$ cat src/rtl/csr_file.sv
// Machine-mode CSR register file: combinational read port, writeback write port,
// ecall trap entry, mret trap return and (optionally) the mcycle/minstret counters.
// Optional feature macro: CSR_COUNTERS_EN (adds mcycle/minstret and, for XLEN=32,
// their high halves mcycleh/minstreth).
module csr_file #(
  parameter int unsigned XLEN    = 64,
  parameter logic [63:0] MHARTID = 64'd0
) (
  input  logic            clk,
  input  logic            rst_n,
  input  logic [11:0]     csr_addr,
  output logic [XLEN-1:0] csr_r_data,
  output logic            csr_illegal,
  input  logic            csr_w_en,
  input  logic [XLEN-1:0] csr_w_data,
  input  logic            ecall,
  input  logic            mret,
  input  logic [XLEN-1:0] pc,
  input  logic            inst_retire,
  output logic [XLEN-1:0] redirect_pc
);

  localparam logic [11:0] AddrMstatus  = 12'h300;
  localparam logic [11:0] AddrMtvec    = 12'h305;
  localparam logic [11:0] AddrMscratch = 12'h340;
  localparam logic [11:0] AddrMepc     = 12'h341;
  localparam logic [11:0] AddrMcause   = 12'h342;
  localparam logic [11:0] AddrMhartid  = 12'hF14;
`ifdef CSR_COUNTERS_EN
  localparam logic [11:0] AddrMcycle    = 12'hB00;
  localparam logic [11:0] AddrMinstret  = 12'hB02;
  localparam logic [11:0] AddrMcycleh   = 12'hB80;
  localparam logic [11:0] AddrMinstreth = 12'hB82;
  // High-half aliases only exist on 32-bit harts.
  localparam bit          HasHighHalf   = (XLEN == 32);
`endif

  logic            mie_q, mie_d;
  logic            mpie_q, mpie_d;
  logic [XLEN-1:0] mtvec_q, mtvec_d;
  logic [XLEN-1:0] mscratch_q, mscratch_d;
  logic [XLEN-1:0] mepc_q, mepc_d;
  logic [XLEN-1:0] mcause_q, mcause_d;
`ifdef CSR_COUNTERS_EN
  logic [63:0]     mcycle_q, mcycle_d;
  logic [63:0]     minstret_q, minstret_d;
`endif

  logic [XLEN-1:0] mstatus_rd;
  logic            implemented;
  logic            read_only;
  logic            wr;

  // mstatus view: MPP hard-wired to M-mode, only MIE/MPIE are live.
  always_comb begin
    mstatus_rd        = '0;
    mstatus_rd[12:11] = 2'b11;
    mstatus_rd[7]     = mpie_q;
    mstatus_rd[3]     = mie_q;
  end

  // Address decode and read mux from current state.
  always_comb begin
    csr_r_data  = '0;
    implemented = 1'b1;
    read_only   = 1'b0;
    case (csr_addr)
      AddrMstatus:  csr_r_data = mstatus_rd;
      AddrMtvec:    csr_r_data = mtvec_q;
      AddrMscratch: csr_r_data = mscratch_q;
      AddrMepc:     csr_r_data = mepc_q;
      AddrMcause:   csr_r_data = mcause_q;
      AddrMhartid: begin
        csr_r_data = MHARTID[XLEN-1:0];
        read_only  = 1'b1;
      end
`ifdef CSR_COUNTERS_EN
      AddrMcycle:   csr_r_data = mcycle_q[XLEN-1:0];
      AddrMinstret: csr_r_data = minstret_q[XLEN-1:0];
      AddrMcycleh: begin
        if (HasHighHalf) csr_r_data = XLEN'(mcycle_q[63:32]);
        else             implemented = 1'b0;
      end
      AddrMinstreth: begin
        if (HasHighHalf) csr_r_data = XLEN'(minstret_q[63:32]);
        else             implemented = 1'b0;
      end
`endif
      default:      implemented = 1'b0;
    endcase
  end

  assign csr_illegal = !implemented || (csr_w_en && read_only);

  // Trap target: direct-mode mtvec on ecall, saved mepc on mret.
  always_comb begin
    redirect_pc = '0;
    if (ecall)     redirect_pc = {mtvec_q[XLEN-1:2], 2'b00};
    else if (mret) redirect_pc = mepc_q;
  end

  // A software write only lands when no trap event claims this edge.
  assign wr = csr_w_en && implemented && !read_only && !ecall && !mret;

  // Next-state: ecall > mret > CSR write; counters tick unless overwritten.
  always_comb begin
    mie_d      = mie_q;
    mpie_d     = mpie_q;
    mtvec_d    = mtvec_q;
    mscratch_d = mscratch_q;
    mepc_d     = mepc_q;
    mcause_d   = mcause_q;
`ifdef CSR_COUNTERS_EN
    mcycle_d   = mcycle_q + 64'd1;
    minstret_d = minstret_q + {63'd0, inst_retire};
`endif
    if (ecall) begin
      mepc_d   = {pc[XLEN-1:2], 2'b00};
      mcause_d = XLEN'(11);
      mpie_d   = mie_q;
      mie_d    = 1'b0;
    end else if (mret) begin
      mie_d  = mpie_q;
      mpie_d = 1'b1;
    end else if (wr) begin
      case (csr_addr)
        AddrMstatus: begin
          mie_d  = csr_w_data[3];
          mpie_d = csr_w_data[7];
        end
        AddrMtvec:    mtvec_d    = {csr_w_data[XLEN-1:2], 2'b00};
        AddrMscratch: mscratch_d = csr_w_data;
        AddrMepc:     mepc_d     = {csr_w_data[XLEN-1:2], 2'b00};
        AddrMcause:   mcause_d   = csr_w_data;
`ifdef CSR_COUNTERS_EN
        AddrMcycle: begin
          if (HasHighHalf) mcycle_d = {mcycle_q[63:32], csr_w_data[31:0]};
          else             mcycle_d = 64'(csr_w_data);
        end
        AddrMinstret: begin
          if (HasHighHalf) minstret_d = {minstret_q[63:32], csr_w_data[31:0]};
          else             minstret_d = 64'(csr_w_data);
        end
        AddrMcycleh:   mcycle_d   = {csr_w_data[31:0], mcycle_q[31:0]};
        AddrMinstreth: minstret_d = {csr_w_data[31:0], minstret_q[31:0]};
`endif
        default: ;
      endcase
    end
  end

  // State registers with synchronous reset that overrides every other event.
  always_ff @(posedge clk) begin
    if (!rst_n) begin
      mie_q      <= 1'b0;
      mpie_q     <= 1'b0;
      mtvec_q    <= '0;
      mscratch_q <= '0;
      mepc_q     <= '0;
      mcause_q   <= '0;
`ifdef CSR_COUNTERS_EN
      mcycle_q   <= '0;
      minstret_q <= '0;
`endif
    end else begin
      mie_q      <= mie_d;
      mpie_q     <= mpie_d;
      mtvec_q    <= mtvec_d;
      mscratch_q <= mscratch_d;
      mepc_q     <= mepc_d;
      mcause_q   <= mcause_d;
`ifdef CSR_COUNTERS_EN
      mcycle_q   <= mcycle_d;
      minstret_q <= minstret_d;
`endif
    end
  end

  // pc is word-aligned on trap entry; retire strobe has no sink without counters.
`ifdef CSR_COUNTERS_EN
  logic unused_inputs;
  assign unused_inputs = ^pc[1:0];
`else
  logic unused_inputs;
  assign unused_inputs = ^{pc[1:0], inst_retire};
`endif

endmodule
$ cat config.mk
export PLATFORM = sky130hd
export DESIGN_NAME = csr_file
export DESIGN_NICKNAME = d
export VERILOG_FILES = /design/src/rtl/csr_file.sv
export SDC_FILE = /design/constraint.sdc
export NUM_CORES = 1
export LEC_CHECK = 0
export ABC_AREA = 1
export BUFFER_PORTS_ARGS = -buffer_cell sky130_fd_sc_hd__clkbuf_2
export CAP_MARGIN = 25
export CORE_MARGIN = 4
export CORE_UTILIZATION = 60
export CTS_CLUSTER_DIAMETER = 80
export CTS_CLUSTER_SIZE = 16
export DETAILED_ROUTE_END_ITERATION = 16
export PLACE_DENSITY = 0.94
export RECOVER_POWER = 50
export SETUP_SLACK_MARGIN = 0.5
export SYNTH_ARGS = -nofsm -noshare
export SYNTH_HDL_FRONTEND = slang
export SYNTH_SLANG_ARGS = --single-unit
$ cat constraint.sdc
create_clock -name clk -period 6.1 [get_ports clk]
set_input_delay 1.22 -clock clk [delete_from_list [all_inputs] [get_ports clk]]
set_output_delay 1.22 -clock clk [all_outputs]
set_load 0.005 [all_outputs]
==> impl_metrics.env <==
export IMPL_status="finished with violations"
export IMPL_failed_checks="max-capacitance violations, max-slew violations"
export IMPL_initial_core_util_pct=61.3
export IMPL_dr_total_vias=13978
export IMPL_clockRootBuffer="clkbuf_16"
export IMPL_gp_congestion=0.860
export IMPL_hold_class="reg2reg"
export IMPL_crit_buf_inv=4
export IMPL_coreArea_um2=21100
export IMPL_clock_sinks=254
export IMPL_dp_cells=2448
export IMPL_grt_pass1_vias=13352
export IMPL_synth_compound_area_share_pct=15.8
export IMPL_wirelength_um=40700
export IMPL_vias_per_cell=5.66
export IMPL_synth_top_family_by_area="simple AND/OR/NAND/NOR gates"
export IMPL_cp_slowest_cell="nand3_1"
export IMPL_power_density_nw_per_um2=212
export IMPL_period_minus_slack_ns=5.14
export IMPL_dr_pass1_iters=7
export IMPL_yosysWarningCount=0
export IMPL_endpoint="csr_r_data[35]"
export IMPL_finalHoldViolCount=0
export IMPL_r2r_start="mepc_q[2]"
export IMPL_cts_htree_levels=1
export IMPL_skew_ns=0.0000666
export IMPL_grt_overflow_total=0
export IMPL_arrival_ns=3.92
export IMPL_p_clk_share_pct=36.2
export IMPL_syn_area_um2=12900
export IMPL_path_depth=9
export IMPL_fp_dieW_um=155
export IMPL_period_share_pct=84.3
export IMPL_drt_iter0_drc=1507
export IMPL_slew_violations=142
export IMPL_synth_adder_area_share_pct=0
export IMPL_row_count=53
export IMPL_cts_resized=0
export IMPL_cp_start_kind="primary input"
export IMPL_layout_cells_non_filler=2469
export IMPL_synth_area_top_cells="dfxtp_1, nand2_1, nor2_1, inv_1, o22ai_1"
export IMPL_switching_power_w=0.000770
export IMPL_nets=2340
export IMPL_hpwl_um=24800
export IMPL_synthMuxAreaShare_pct=0
export IMPL_cp_max_fo=33
export IMPL_synth_seq_area_share_pct=39.3
export IMPL_drv_cap=3
export IMPL_synth_simple_area_share_pct=30.9
export IMPL_seq_power_share_pct=54.5
export IMPL_drc=0
export IMPL_reg2reg_slack_ns=5.27
export IMPL_slew_headroom_pct=-26.8
export IMPL_grt_max_degree=78
export IMPL_area_growth_pct=13.8
export IMPL_grt_total_usage_pct=32.2
export IMPL_synth_seq_cells=254
export IMPL_critPathRequiredTime_ns=4.88
export IMPL_rsz0062_at_grt="false"
export IMPL_synth_xor_area_share_pct=0
export IMPL_r2r_worst_path_cells=2
export IMPL_leakagePower_nw=7.78
export IMPL_path_cells="clkbuf_2 > inv_2 > nand2_1 > nor2_2 > nand3_1 > buf_12 > o22ai_1 > a221o_1 > clkbuf_2"
export IMPL_clock_latency_ns=0.49
export IMPL_synthDistinctLibCells=30
export IMPL_worst_r2r_endpoint="mepc_q[2]"
export IMPL_synth_avg_cell_area_um2=6.40
export IMPL_antenna_found_initial=1
export IMPL_critPathKind="in2out"
export IMPL_worstSetupStartpoint="csr_addr[7]"
export IMPL_die_area_um2=24000
export IMPL_tns_ns=0
export IMPL_cts_made_buffers=19
export IMPL_cts_hold_buf=0
export IMPL_ioPinCount=275
export IMPL_cts_tree="done"
export IMPL_critPathMaxStageDelay_ns=1.21
export IMPL_max_freq_mhz=194
export IMPL_clockBufferDepth=3
export IMPL_yosysTopAreaCellShare_pct=39.3
export IMPL_clk_pin_slew_ns=0.07
export IMPL_grt_pass1_wl_um=64300
export IMPL_peakVddDrop_mv=0.169
export IMPL_cts_setup_buffers=0
export IMPL_portBuffers=269
export IMPL_endpoint_kind="output port"
export IMPL_setup_violations=0
export IMPL_yosys_area_top_type="dfxtp_1"
export IMPL_synth_cells=2022
export IMPL_drt_wirelength_per_cell_um=16.5
export IMPL_p_comb_share_pct=9.3
export IMPL_crit_family="simple AND/OR/NAND/NOR gates"
export IMPL_ant_nets=0
export IMPL_drive_above_1_share_pct=15.2
export IMPL_tightest_slew_ns=1.90
export IMPL_p_int_w=0.00235
export IMPL_swShare_pct=24.7
export IMPL_crit_top_cell="clkbuf_2"
export IMPL_die_h_um=155
## layer usage
layer  up-vias  GRT usage [%]  share of wire (%)
met2       912           55.1                 48
li1       6637              -                  -
met4         0           15.4                3.5
met5         -              0                  0
met3       134           5.34                 12
met1      6295           39.6                 37
## tightest hold or removal path, cell delays in order, from the launching register on
cell and delay [ns]:
dfxtp_1 0.33, nor2_1 0.05, nor2_1 0.08
## registers in the layout, indices dropped and copies added (netlist names)
name	flops
mscratch_q	64
mcause_q	64
mpie_q	1
mie_q	1
mtvec_q	62
mepc_q	62
## synth_stat cells
library cell  instances
o21ai_1               2
and2_4                1
buf_2                28
nand2_2               1
buf_6                 7
nand4_4               1
buf_4                 2
o22ai_1             122
dfxtp_1             254
a221o_1              58
clkbuf_1             90
o21ai_0              54
nand3_2               3
inv_2                10
nand2_1             515
inv_1               307
nor2_1              374
buf_1                10
nand4_2               1
clkinv_1              2
nand4_1               3
nand3_4               1
nor2_2               12
or2_2                 5
a21oi_1              77
o221ai_1              2
o211ai_1              2
conb_1                1
nand3_1              56
nor3b_1              21
## power groups by stage
stage	clock (W)	sequential (W)	combinational, W
4_1_cts	0.00114	0.00170	0.000283
6_report	0.00113	0.00170	0.000290
5_1_grt	0.00120	0.00170	0.000317
2_1_floorplan	0	0.00173	0.000160
3_5_place_dp	0	0.00174	0.000281
3_3_place_gp	0	0.00174	0.000275
## placed cells by master, fill, tap and decap left out, types with 2 or more instances in the layout
cell type	instances
buf_12	6
conb_1	2
nand4_1	3
o22ai_1	122
nand4_4	2
dfxtp_1	254
a221o_1	58
inv_2	9
a21oi_1	77
clkbuf_2	264
o21ai_0	54
nand3_1	58
clkbuf_16	19
nor3b_1	21
o221ai_1	2
or2_2	5
clkbuf_1	6
o211ai_1	2
o21ai_1	2
nand2_1	515
nor2_1	373
nor2_2	12
nand3_4	2
buf_4	11
inv_1	308
## metrics by stage
step / power [W] / setup slack (ns) / util, % / area (um^2) / hold WS, ns
floorplan: 0.00189 / 2.44 / - / 12900 / 0.455
global placement: 0.00201 / 1.43 / 67.7 / 14300 / 0.465
detailed placement: 0.00202 / 1.39 / 67.7 / 14300 / 0.471
CTS: 0.00312 / 1.56 / 70.0 / 14800 / 0.485
global route: 0.00322 / 0.732 / 69.8 / 14700 / 0.505
finish: 0.00312 / 0.956 / 69.8 / 14700 / 0.484
## layout make-up
cell class                 instances  area, um^2
multi-input combinational       1313        6060
clock buffer                      20         489
timing repair buffer             287        1550
tap                              275         344
fill                            1722        6360
sequential                       254        5080
inverter                         319        1200
antenna                            1        2.50
## cell families after synthesis
group                  Yosys count
DFF                            254
other                            1
and+or+nand+nor                994
buffers and inverters          456
AOI/OAI and AO/OA              317
## worst min path at each step
stage,startpoint,to,slack [ns],cells after the start
2_1_floorplan,mcause_q[3],mcause_q[3],0.45,2
3_3_place_gp,mepc_q[38],mepc_q[38],0.46,2
3_5_place_dp,mepc_q[51],mepc_q[51],0.47,2
4_1_cts,mepc_q[53],mepc_q[53],0.49,2
5_1_grt,mepc_q[40],mepc_q[40],0.50,2
6_report,mepc_q[51],mepc_q[51],0.48,2
(Power assumes the default switching activity.)
